### src/rtl/uart_tx_fifo.sv
// UART transmitter with a write-side FIFO: frames queued words as start, data (LSB first),
// optional parity and stop bits at CLK_FREQ_HZ/BAUD cycles per bit, back-to-back when queued.
module uart_tx_fifo #(
  parameter int unsigned CLK_FREQ_HZ = 40_000_000,
  parameter int unsigned BAUD        = 115200,
  parameter int unsigned DATA_BITS   = 8,
  parameter int unsigned PARITY      = 0,
  parameter int unsigned STOP_BITS   = 1,
  parameter int unsigned FIFO_DEPTH  = 16
) (
  input  logic                          clk,
  input  logic                          reset,
  input  logic                          wr_valid,
  input  logic [DATA_BITS-1:0]          wr_data,
  output logic                          wr_ready,
  output logic                          io_tx,
  output logic                          busy,
  output logic [$clog2(FIFO_DEPTH):0]   fifo_count
);

  localparam int unsigned BAUD_DIV = CLK_FREQ_HZ / BAUD;
  localparam int unsigned CNT_W    = $clog2(BAUD_DIV);
  localparam int unsigned AW       = $clog2(FIFO_DEPTH);
  localparam int unsigned CW       = AW + 1;
  localparam int unsigned IDX_W    = $clog2(DATA_BITS);

  typedef enum logic [2:0] {IDLE, START, DATA, PAR, STOP} state_e;

  state_e               state_q, state_d;
  logic [CNT_W-1:0]     baud_q, baud_d;
  logic [IDX_W-1:0]     idx_q, idx_d;
  logic [DATA_BITS-1:0] shift_q, shift_d;
  logic                 par_q, par_d;
  logic                 io_tx_q, io_tx_d;
  logic                 busy_q, busy_d;
  logic                 ready_q, ready_d;
  logic [CW-1:0]        count_q, count_d;
  logic [AW-1:0]        wptr_q, wptr_d, rptr_q, rptr_d;
  logic [DATA_BITS-1:0] mem_q [FIFO_DEPTH];

  logic                 push, pop, bit_end;
  logic [DATA_BITS-1:0] head;

  // Next-state for the frame sequencer, FIFO pointers and registered outputs
  always_comb begin
    state_d = state_q;
    baud_d  = baud_q;
    idx_d   = idx_q;
    shift_d = shift_q;
    par_d   = par_q;
    count_d = count_q;
    wptr_d  = wptr_q;
    rptr_d  = rptr_q;
    pop     = 1'b0;
    head    = mem_q[rptr_q];
    push    = wr_valid && ready_q;
    bit_end = (baud_q == CNT_W'(BAUD_DIV - 1));

    if (state_q == IDLE) baud_d = '0;
    else                 baud_d = bit_end ? '0 : baud_q + 1'b1;

    case (state_q)
      IDLE: begin
        if (count_q != '0) begin
          pop     = 1'b1;
          state_d = START;
        end
      end
      START: begin
        if (bit_end) begin
          state_d = DATA;
          idx_d   = '0;
        end
      end
      DATA: begin
        if (bit_end) begin
          shift_d = shift_q >> 1;
          if (idx_q == IDX_W'(DATA_BITS - 1)) begin
            idx_d   = '0;
            state_d = (PARITY != 0) ? PAR : STOP;
          end else begin
            idx_d = idx_q + 1'b1;
          end
        end
      end
      PAR: begin
        if (bit_end) begin
          state_d = STOP;
          idx_d   = '0;
        end
      end
      STOP: begin
        if (bit_end) begin
          if (idx_q == IDX_W'(STOP_BITS - 1)) begin
            // Chain straight into the next frame when a word is already waiting
            if (count_q != '0) begin
              pop     = 1'b1;
              state_d = START;
            end else begin
              state_d = IDLE;
            end
          end else begin
            idx_d = idx_q + 1'b1;
          end
        end
      end
      default: state_d = IDLE;
    endcase

    if (pop) begin
      shift_d = head;
      par_d   = (^head) ^ (PARITY == 1);
      idx_d   = '0;
      rptr_d  = rptr_q + 1'b1;
    end
    if (push) wptr_d = wptr_q + 1'b1;

    case ({push, pop})
      2'b10:   count_d = count_q + 1'b1;
      2'b01:   count_d = count_q - 1'b1;
      default: count_d = count_q;
    endcase

    ready_d = (count_d < CW'(FIFO_DEPTH));
    busy_d  = (state_q != IDLE) || (count_q != '0);

    // Line follows the sequencer one cycle later
    case (state_q)
      START:   io_tx_d = 1'b0;
      DATA:    io_tx_d = shift_q[0];
      PAR:     io_tx_d = par_q;
      default: io_tx_d = 1'b1;
    endcase
  end

  always_ff @(posedge clk) begin
    if (reset) begin
      state_q <= IDLE;
      baud_q  <= '0;
      idx_q   <= '0;
      shift_q <= '0;
      par_q   <= 1'b0;
      io_tx_q <= 1'b1;
      busy_q  <= 1'b0;
      ready_q <= 1'b1;
      count_q <= '0;
      wptr_q  <= '0;
      rptr_q  <= '0;
    end else begin
      state_q <= state_d;
      baud_q  <= baud_d;
      idx_q   <= idx_d;
      shift_q <= shift_d;
      par_q   <= par_d;
      io_tx_q <= io_tx_d;
      busy_q  <= busy_d;
      ready_q <= ready_d;
      count_q <= count_d;
      wptr_q  <= wptr_d;
      rptr_q  <= rptr_d;
    end
  end

  // Storage needs no reset; occupancy is tracked by the pointers and count
  always_ff @(posedge clk) begin
    if (push) mem_q[wptr_q] <= wr_data;
  end

  assign wr_ready   = ready_q;
  assign io_tx      = io_tx_q;
  assign busy       = busy_q;
  assign fifo_count = count_q;

endmodule
### config.mk
export PLATFORM = sky130hd
export DESIGN_NAME = uart_tx_fifo
export DESIGN_NICKNAME = d
export VERILOG_FILES = /design/src/rtl/uart_tx_fifo.sv
export SDC_FILE = /design/constraint.sdc
export NUM_CORES = 1
export LEC_CHECK = 0
export ABC_CLOCK_PERIOD_IN_PS = 3400
export CORE_MARGIN = 2
export CORE_UTILIZATION = 40
export CTS_CLUSTER_SIZE = 28
export DETAILED_ROUTE_END_ITERATION = 12
export PLACE_DENSITY = 0.67
export SLEW_MARGIN = 20
export SYNTH_ARGS = -nofsm -noshare
export SYNTH_HDL_FRONTEND = slang
export SYNTH_SLANG_ARGS = --single-unit
### constraint.sdc
create_clock -name clk -period 3.4 [get_ports clk]
set_input_delay 0.85 -clock clk [delete_from_list [all_inputs] [get_ports clk]]
set_output_delay 0.85 -clock clk [all_outputs]
set_load 0.005 [all_outputs]
**Yosys cells after proc, flatten, opt, wreduce, memory -nomap -nowiden**

Memories as Yosys holds them, arrays and structs flattened. A register that Yosys moved wholly into a read port is not among the register bits.
Index checks and enable logic that the tools add are counted.
Widths: inputs -> output; s select.

- Word-level logic and storage cells: 80
- Input bits: 11
- RAM bits: 128
- Output and inout port bits: 8
- Memories kept: 1
- Register bits after elaboration: 40

Memory list:

| memory | depth | width | rd ports | clocked after memory_dff | wr ports | line | text |
|---|---|---|---|---|---|---|---|
| mem_q | 16 | 8 | 1 | 1 | 1 | 39 | `logic [DATA_BITS-1:0] mem_q [FIFO_DEPTH];` |

- Reductions and logical operators: 16
- Equal/unequal tests: 17
- $lt $le $gt $ge: 1
- Add/subtract/negate cells: 6
- Mux-type cells: 28

Operator list:

| operator | number |
|---|---|
| $mux 3 | 12 |
| $mux 8 | 3 |
| $pmux 3 s5 | 1 |
| $ne 2x2->1 const B | 7 |
| $pmux 5 s2 | 1 |
| $add 9x1->9 const B | 1 |
| $eq 9x9->1 const B | 1 |
| $pmux 3 s3 | 1 |
| $add 4x1->4 const B | 2 |
| $mux 4 | 2 |
| $reduce_xor 8->1 | 1 |
| $reduce_and 7->1 | 1 |
| $eq 3x2->1 const B | 2 |
| $eq 3x3->1 const B | 2 |
| $logic_not 3->1 | 2 |
| $mux 1 | 6 |
| $reduce_bool 3->1 | 2 |
| $add 5x1->5 const B | 1 |
| $lt 5x5->1 const B | 1 |
| $reduce_and 5->1 | 1 |
| $reduce_bool 5->1 | 1 |
| $sub 5x1->5 const B | 1 |
| $ne 2x1->1 const B | 2 |
| $reduce_bool 2->1 | 2 |
| 11 further kinds | 12 |

**Depth between registers and ports, before layout**

Gate-level depths: netlist of run 1.

- Depth after elaboration: 8
- Gate-level depth with buffers: 17
- Depth with buffers taken out: 15

**Worst setup path before layout of run 1**

No wires, ideal clock.

- Kind: reg-to-reg
- Start point: register baud_q[0]
- End point: register ready_q, in the netlist wr_ready
- Setup slack: -349 ps
- Period minus slack after synthesis: 3749 ps
- Path buffers: 2
- Cell stages (with the launch flop): 18
- Data arrival time: 3625 ps
- Library setup time: 123 ps
- Cells stage by stage: dfxtp_1 inv_1 ha_1 nand4b_1 or3_4 a2111oi_4 buf_2 ha_1 clkbuf_1 xor2_1 ha_1 o21a_1 o22a_1 a21oi_1 xor2_1 nor2_1 xnor2_1 or2_2

- Word-level cells in the longest chain between the ends: 6
- Elaborated cells on any way between the ends: 7

RTL lines:

| item | line | text |
|---|---|---|
| start, declared | 30 | `logic [CNT_W-1:0] baud_q, baud_d;` |
| start signal, assigned | 151 | `baud_q <= baud_d;` |
| $eq 9x9->1 * | 57 | `bit_end = (baud_q == CNT_W'(BAUD_DIV - 1));` |
| $mux 1 * | 93 | `if (bit_end) begin` |
| $pmux 1 s2 * | 62 | `case (state_q)` |
| $eq 2x1->1 or $eq 2x2->1 (tied branches) | 118 | `case ({push, pop})` |
| $pmux 5 s2 * | 118 |  |
| $lt 5x5->1 * | 124 | `ready_d = (count_d < CW'(FIFO_DEPTH));` |
| end signal, assigned | 157 | `ready_q <= ready_d;` |
| end, declared | 36 | `logic ready_q, ready_d;` |

Mark *: on every way between the ends. The rest lies on a longest branch, timed or not.
A chain may end at the register's enable or synchronous reset.

**Final worst setup path of run 1**

Ends and elaborated chain as after synthesis.

==> flow_metrics.env, run 1 <==
export IMPL_grt_first_pass_wirelength_mm=21.3
export IMPL_synth_area_leaders="edfxtp_1 (54%), dfxtp_1 (12%), mux4_2 (10%)"
export IMPL_fin_hold_ws_ps=444
export IMPL_final_common_cell="edfxtp_1"
export IMPL_place_area_mm2=0.00751
export IMPL_crit_end="wr_ready"
export IMPL_slew_violations=0
export IMPL_die_h_um=137
export IMPL_tightest_slew_ps=721
export IMPL_io_pins=19
export IMPL_hold_start="baud_q[0]"
export IMPL_die_area_mm2=0.0188
export IMPL_syn_inst=456
export IMPL_final_setup_tns_ps=0
export IMPL_rrSetupSlack_ps=140
export IMPL_cts_tree="yes"
export IMPL_fin_crit_sh_pct=95.9
export IMPL_drt_first_pass_iters=5
export IMPL_overflow=0
export IMPL_synthFlopType="edfxtp_1"
export IMPL_setup_ws_ps=140
export IMPL_path_delay_family="compound AO/OA/AOI/OAI gates"
export IMPL_design_area_mm2=0.00811
export IMPL_cts_buffer_depth=2
export IMPL_synth_top_area_cell="edfxtp_1"
export IMPL_maxCapViolCount=0
export IMPL_wl_per_cell_um=18.4
export IMPL_row_count=48
export IMPL_synth_nets=481
export IMPL_reg2reg_depth=15
export IMPL_multi_input_area_mm2=0.00224
export IMPL_drive_gt1_share_pct=18.3
export IMPL_setup_violations_final=0
export IMPL_ant_nets=0
export IMPL_drcViolationCount=0
export IMPL_fin_worst_skew_ps=8.68
export IMPL_worstSkewPairLatency_ps=410
export IMPL_grt_max_degree=33
export IMPL_dp_slack_ps=146
export IMPL_crit_path_top_delay_cell="or3_4"
export IMPL_leakage_uw=0.00270
export IMPL_power_density_mw_per_mm2=771
export IMPL_initial_utilization_pct=41.0
export IMPL_cts_buffers=17
export IMPL_crit_arrival_ps=3560
export IMPL_synth_seq_cells=172
export IMPL_max_freq_mhz=307
export IMPL_critPathLaunchType="flip-flop"
export IMPL_grt_use_total_pct=15.4
export IMPL_wirelength_mm=13.2
export IMPL_async_flop_share_pct=0
export IMPL_critPathMostFrequentCell="ha_2"
export IMPL_r2r_end="wr_ready"
export IMPL_clkTransAtPathRegs_ps=60
export IMPL_reg2reg_from="baud_q[0]"
export IMPL_core_area_mm2=0.0173
export IMPL_dieWidth_um=137
export IMPL_worst_path_buf_inv=1
export IMPL_crit_path_end_kind="flip-flop"
export IMPL_regArea_mm2=0.00473
export IMPL_required_ps=3710
export IMPL_yosys_warnings=0
export IMPL_io_buffers=18
export IMPL_peakVddDrop_mv=0.362
export IMPL_synth_avg_cell_area_um2=15.5
export IMPL_ys_types=44
export IMPL_finalPower_uw=6250
export IMPL_slew_limit_headroom_pct=51.9
export IMPL_viasPerCell=5.26
export IMPL_gp_congestion=0.801
export IMPL_synth_seq_area_share_pct=66.6
export IMPL_cp_depth=15
export IMPL_status="finished clean"
export IMPL_min_period_ps=3260
export IMPL_grt_pass1_vias=3922
export IMPL_layout_nets=506
export IMPL_antenna_found_initial=0
export IMPL_clkSinkCount=172
export IMPL_final_cell_mix="edfxtp_1 (128), nor2_1 (45), dfxtp_1 (41)"
export IMPL_critPathMaxStageDelay_ps=430
export IMPL_fillers=1508
export IMPL_syn_area_mm2=0.00709
export IMPL_area_delta_synth_final_pct=14.4
export IMPL_setup_worst_path_start="baud_q[0]"
export IMPL_ctsHtreeMaxLevel=4
export IMPL_critPathKind="flip-flop to flip-flop"
export IMPL_dpl_hpwl_mm=8.57
export IMPL_drt_first_iter_violations=289
export IMPL_crit_chain="inv_2 > ha_2 > nand4b_1 > or3_4 > a2111oi_4 > ha_4 > xor2_2 > ha_2 > o21a_1 > o22a_1 > a21oi_2 > xor2_1 > nor2_1 > xnor2_1 > or2_4"
export IMPL_min_delay_path_class="flip-flop to flip-flop"
export IMPL_synth_top_cell_area_share_pct=54.2
export IMPL_finalHoldViolCount=0
export IMPL_antenna_cells=0
export IMPL_worstPathMaxFanout=4
export IMPL_root_buffer="clkbuf_16"
export IMPL_synth_edf_count=128
export IMPL_vias=3765
==> registers in the layout (all words and copies together) (netlist names), named ones only <==
register / flops
wptr_q: 4
baud_q: 9
busy: 1
state_q: 3
wr_ready: 1
fifo_count: 4
io_tx: 1
par_q: 1
shift_q: 8
idx_q: 3
mem_q: 128
rptr_q: 4
==> stage by stage <==
step,utilization [%],std cells
after CTS,46.6,712
final,46.9,716
after global placement,43.4,683
after global routing,46.9,716
after detailed placement,43.4,683
after floorplan,-,456
==> what timing repair did <==
action,CTS,global route
setup buffers,0,4
endpoints found under the setup margin,0,1
hold buffers,0,0
endpoints found under the hold margin,0,0
gates resized for setup,0,7
==> cell families (layout without fill, tap and decap cells) <==
| logic type | after synthesis | in the layout | synth area share [%] |
|---|---|---|---|
| AND/OR/NAND/NOR | 120 | 120 | 8.49 |
| buffers and inverters | 30 | 65 | 2.19 |
| AO/OA/AOI/OAI | 52 | 52 | 5.42 |
| XOR/XNOR | 26 | 26 | 3.21 |
| flip-flops | 172 | 172 | 66.6 |
| multiplexers | 42 | 42 | 11.6 |
| adder cells (fa/ha/maj) | 14 | 14 | 2.47 |
==> power breakdown <==
| part | switching [uW] | total [uW] | internal, uW |
|---|---|---|---|
| combinational | 1000 | 1880 | 877 |
| clock | 745 | 1810 | 1070 |
| sequential | 139 | 2560 | 2420 |
==> cell type report <==
type / count / share of cell area [%]
sequential: 172 / 58.3
multi-input combinational: 254 / 27.7
clock buffer: 18 / 5.29
timing repair buffer: 30 / 3.49
tap: 225 / 3.47
clock inverter: 11 / 1.50
inverter: 6 / 0.278
==> worst min path at each step <==
stage | slack, ps | endpoint | depth (start not counted)
after detailed placement | 470 | baud_q[0] | 1
after global placement | 440 | baud_q[0] | 1
final | 440 | baud_q[0] | 1
after CTS | 480 | baud_q[0] | 1
after global routing | 460 | baud_q[0] | 1
after floorplan | 430 | baud_q[0] | 1
==> layer usage <==
| layer | vias to the layer above | GRT usage (%) | wire (um) |
|---|---|---|---|
| met5 | - | 0 | 0 |
| met4 | 0 | 4.64 | 110 |
| met3 | 7 | 3.70 | 459 |
| met2 | 62 | 26.0 | 6830 |
| met1 | 1920 | 19.7 | 5790 |
| li1 | 1776 | - | - |
==> synthesized netlist by cell type (5+ instances only) <==
| cell type | number |
|---|---|
| nor3_1 | 5 |
| inv_1 | 6 |
| mux2i_1 | 10 |
| and3_1 | 6 |
| xor2_1 | 15 |
| nand3_1 | 8 |
| ha_1 | 14 |
| mux4_2 | 32 |
| nor2b_1 | 5 |
| a22oi_1 | 17 |
| a21oi_1 | 16 |
| nand2_1 | 17 |
| and2_1 | 15 |
| edfxtp_1 | 128 |
| dfxtp_1 | 44 |
| clkbuf_1 | 12 |
| a211oi_2 | 5 |
| xnor2_1 | 11 |
| nor2_1 | 45 |
Power figures use the tool's default switching activity.
==> run 2: changes to the inputs <==
Settings changed: CORE_ASPECT_RATIO set to 0.9.
==> run 2 against run 1 <==
  * Critical path depth did not move
  * Routed wire length up 2.0%
  * Sequential power barely moved
  * Total power rose by 0.75%
  * Clock power increased by 3%
  * Utilization decreased by 0.44 points
  * Final cell count is 1.7% higher
  * Maximum frequency rose by 0.89%
  * Sequential share of layout area down 0.086 points
  * Final area grew 0.20%
  * Clock-buffer cell count unchanged
  * Critical endpoint unchanged
==> flow_metrics.env, run 2 (same netlist as run 1, synthesis figures left out) <==
export IMPL_critPathLaunchType="flip-flop"
export IMPL_slew_violations=0
export IMPL_crit_arrival_ps=3550
export IMPL_fin_util_pct=46.5
export IMPL_area_delta_synth_final_pct=14.7
export IMPL_drcViolationCount=0
export IMPL_dieWidth_um=144
export IMPL_cts_buffers=17
export IMPL_antenna_cells=0
export IMPL_slew_limit_headroom_pct=55.4
export IMPL_root_buffer="clkbuf_16"
export IMPL_status="finished clean"
export IMPL_peakVddDrop_mv=0.328
export IMPL_core_area_mm2=0.0175
export IMPL_final_common_cell="edfxtp_1"
export IMPL_wl_per_cell_um=18.5
export IMPL_vias=3754
export IMPL_ctsHtreeMaxLevel=4
export IMPL_ctsHoldBuffers=0
export IMPL_io_buffers=18
export IMPL_die_area_mm2=0.0188
export IMPL_worstPathMaxFanout=3
export IMPL_drt_first_iter_violations=279
export IMPL_min_delay_path_class="flip-flop to flip-flop"
export IMPL_viasPerCell=5.16
export IMPL_dpl_hpwl_mm=8.64
export IMPL_fin_crit_sh_pct=95.0
export IMPL_worstSkewPairLatency_ps=420
export IMPL_initial_utilization_pct=40.5
export IMPL_drt_first_pass_iters=4
export IMPL_wirelength_mm=13.4
export IMPL_drive_gt1_share_pct=17.8
export IMPL_largest_reg_flops=128
export IMPL_clkSinkCount=172
export IMPL_finalPower_uw=6300
export IMPL_maxCapViolCount=0
export IMPL_antenna_found_initial=0
export IMPL_hold_depth=2
export IMPL_cts_tree="yes"
export IMPL_regArea_mm2=0.00473
export IMPL_place_area_mm2=0.00752
export IMPL_row_count=46
export IMPL_multi_input_area_mm2=0.00225
export IMPL_io_pins=19
export IMPL_crit_path_end_kind="flip-flop"
export IMPL_grt_pass1_vias=3740
export IMPL_setup_violations_final=0
export IMPL_critPathKind="flip-flop to flip-flop"
export IMPL_gp_congestion=0.842
export IMPL_finalHoldViolCount=0
export IMPL_clkTransAtPathRegs_ps=60
export IMPL_die_h_um=130
export IMPL_grt_first_pass_wirelength_mm=21.0
export IMPL_max_freq_mhz=310
export IMPL_cts_buffer_depth=2
export IMPL_required_ps=3710
export IMPL_final_cell_mix="edfxtp_1 (128), nor2_1 (45), dfxtp_1 (41)"
export IMPL_grt_use_total_pct=15.4
export IMPL_reg_top3="mem_q: 128 flops, baud_q: 9 flops, shift_q: 8 flops"
export IMPL_ant_nets=0
export IMPL_overflow=0
export IMPL_leakage_uw=0.00269
export IMPL_min_period_ps=3230
export IMPL_grt_max_degree=34
export IMPL_fillers=1498
export IMPL_power_density_mw_per_mm2=775
export IMPL_layout_nets=502
export IMPL_fin_worst_skew_ps=6.43
export IMPL_tightest_slew_ps=668
export IMPL_top_register="mem_q"
export IMPL_reg2reg_depth=15
export IMPL_design_area_mm2=0.00813
[run 2: layout make-up]
| type | instances | share of cell area (%) |
|---|---|---|
| clock buffer | 18 | 5.28 |
| clock inverter | 12 | 1.72 |
| inverter | 6 | 0.277 |
| multi-input combinational | 254 | 27.7 |
| sequential | 172 | 58.2 |
| tap | 240 | 3.69 |
| timing repair buffer | 26 | 3.11 |
[run 2: through the flow]
step / hold slack (ps) / cells / setup WS [ps] / TNS, ps
detailed placement: 475 / 696 / 91.8 / 0
global route: 525 / 728 / -4.39 / -4.39
global placement: 440 / 696 / 133 / 0
CTS: 483 / 726 / 83.5 / 0
finish: 509 / 728 / 169 / 0
floorplan: 430 / 456 / 11.1 / 0
[run 2: path summary, 6_finish.rpt]
path,start,to,slack (ps)
max,baud_q[0],wr_ready,170
min,shift_q[5],shift_q[5],510
max reg2reg,baud_q[0],wr_ready,170
min reg2reg,shift_q[5],shift_q[5],510
[run 2: where the power goes]
group	total (uW)	switching [uW]	internal, uW
sequential	2580	162	2420
clock	1870	788	1080
combinational	1840	972	870
total	6300	1920	4380
[run 2: critical path: stages (launching register included)]
cell	delay (ps)
dfxtp_4	350
inv_2	60
ha_4	120
nand4b_1	150
or3_4	430
a2111oi_4	460
ha_4	210
xor2_2	60
ha_2	190
o21a_1	170
o22a_1	210
a21oi_2	130
xor2_1	140
nor2_1	70
xnor2_1	140
or2_4	220
[run 2: what timing repair did]
action                                 CTS  global route
endpoints found under the hold margin    0             0
buffers inserted                         0             2
resized for setup                        0             8
setup endpoints to repair                0             2
[run 2: layer usage]
layer / wire length (um) / share of wire, % / GRT usage [%]
met4: 224 / 1.7 / 6.11
met2: 6610 / 49 / 24.4
met1: 6080 / 45 / 20.8
met5: 0 / 0 / 0
met3: 532 / 4.0 / 3.45
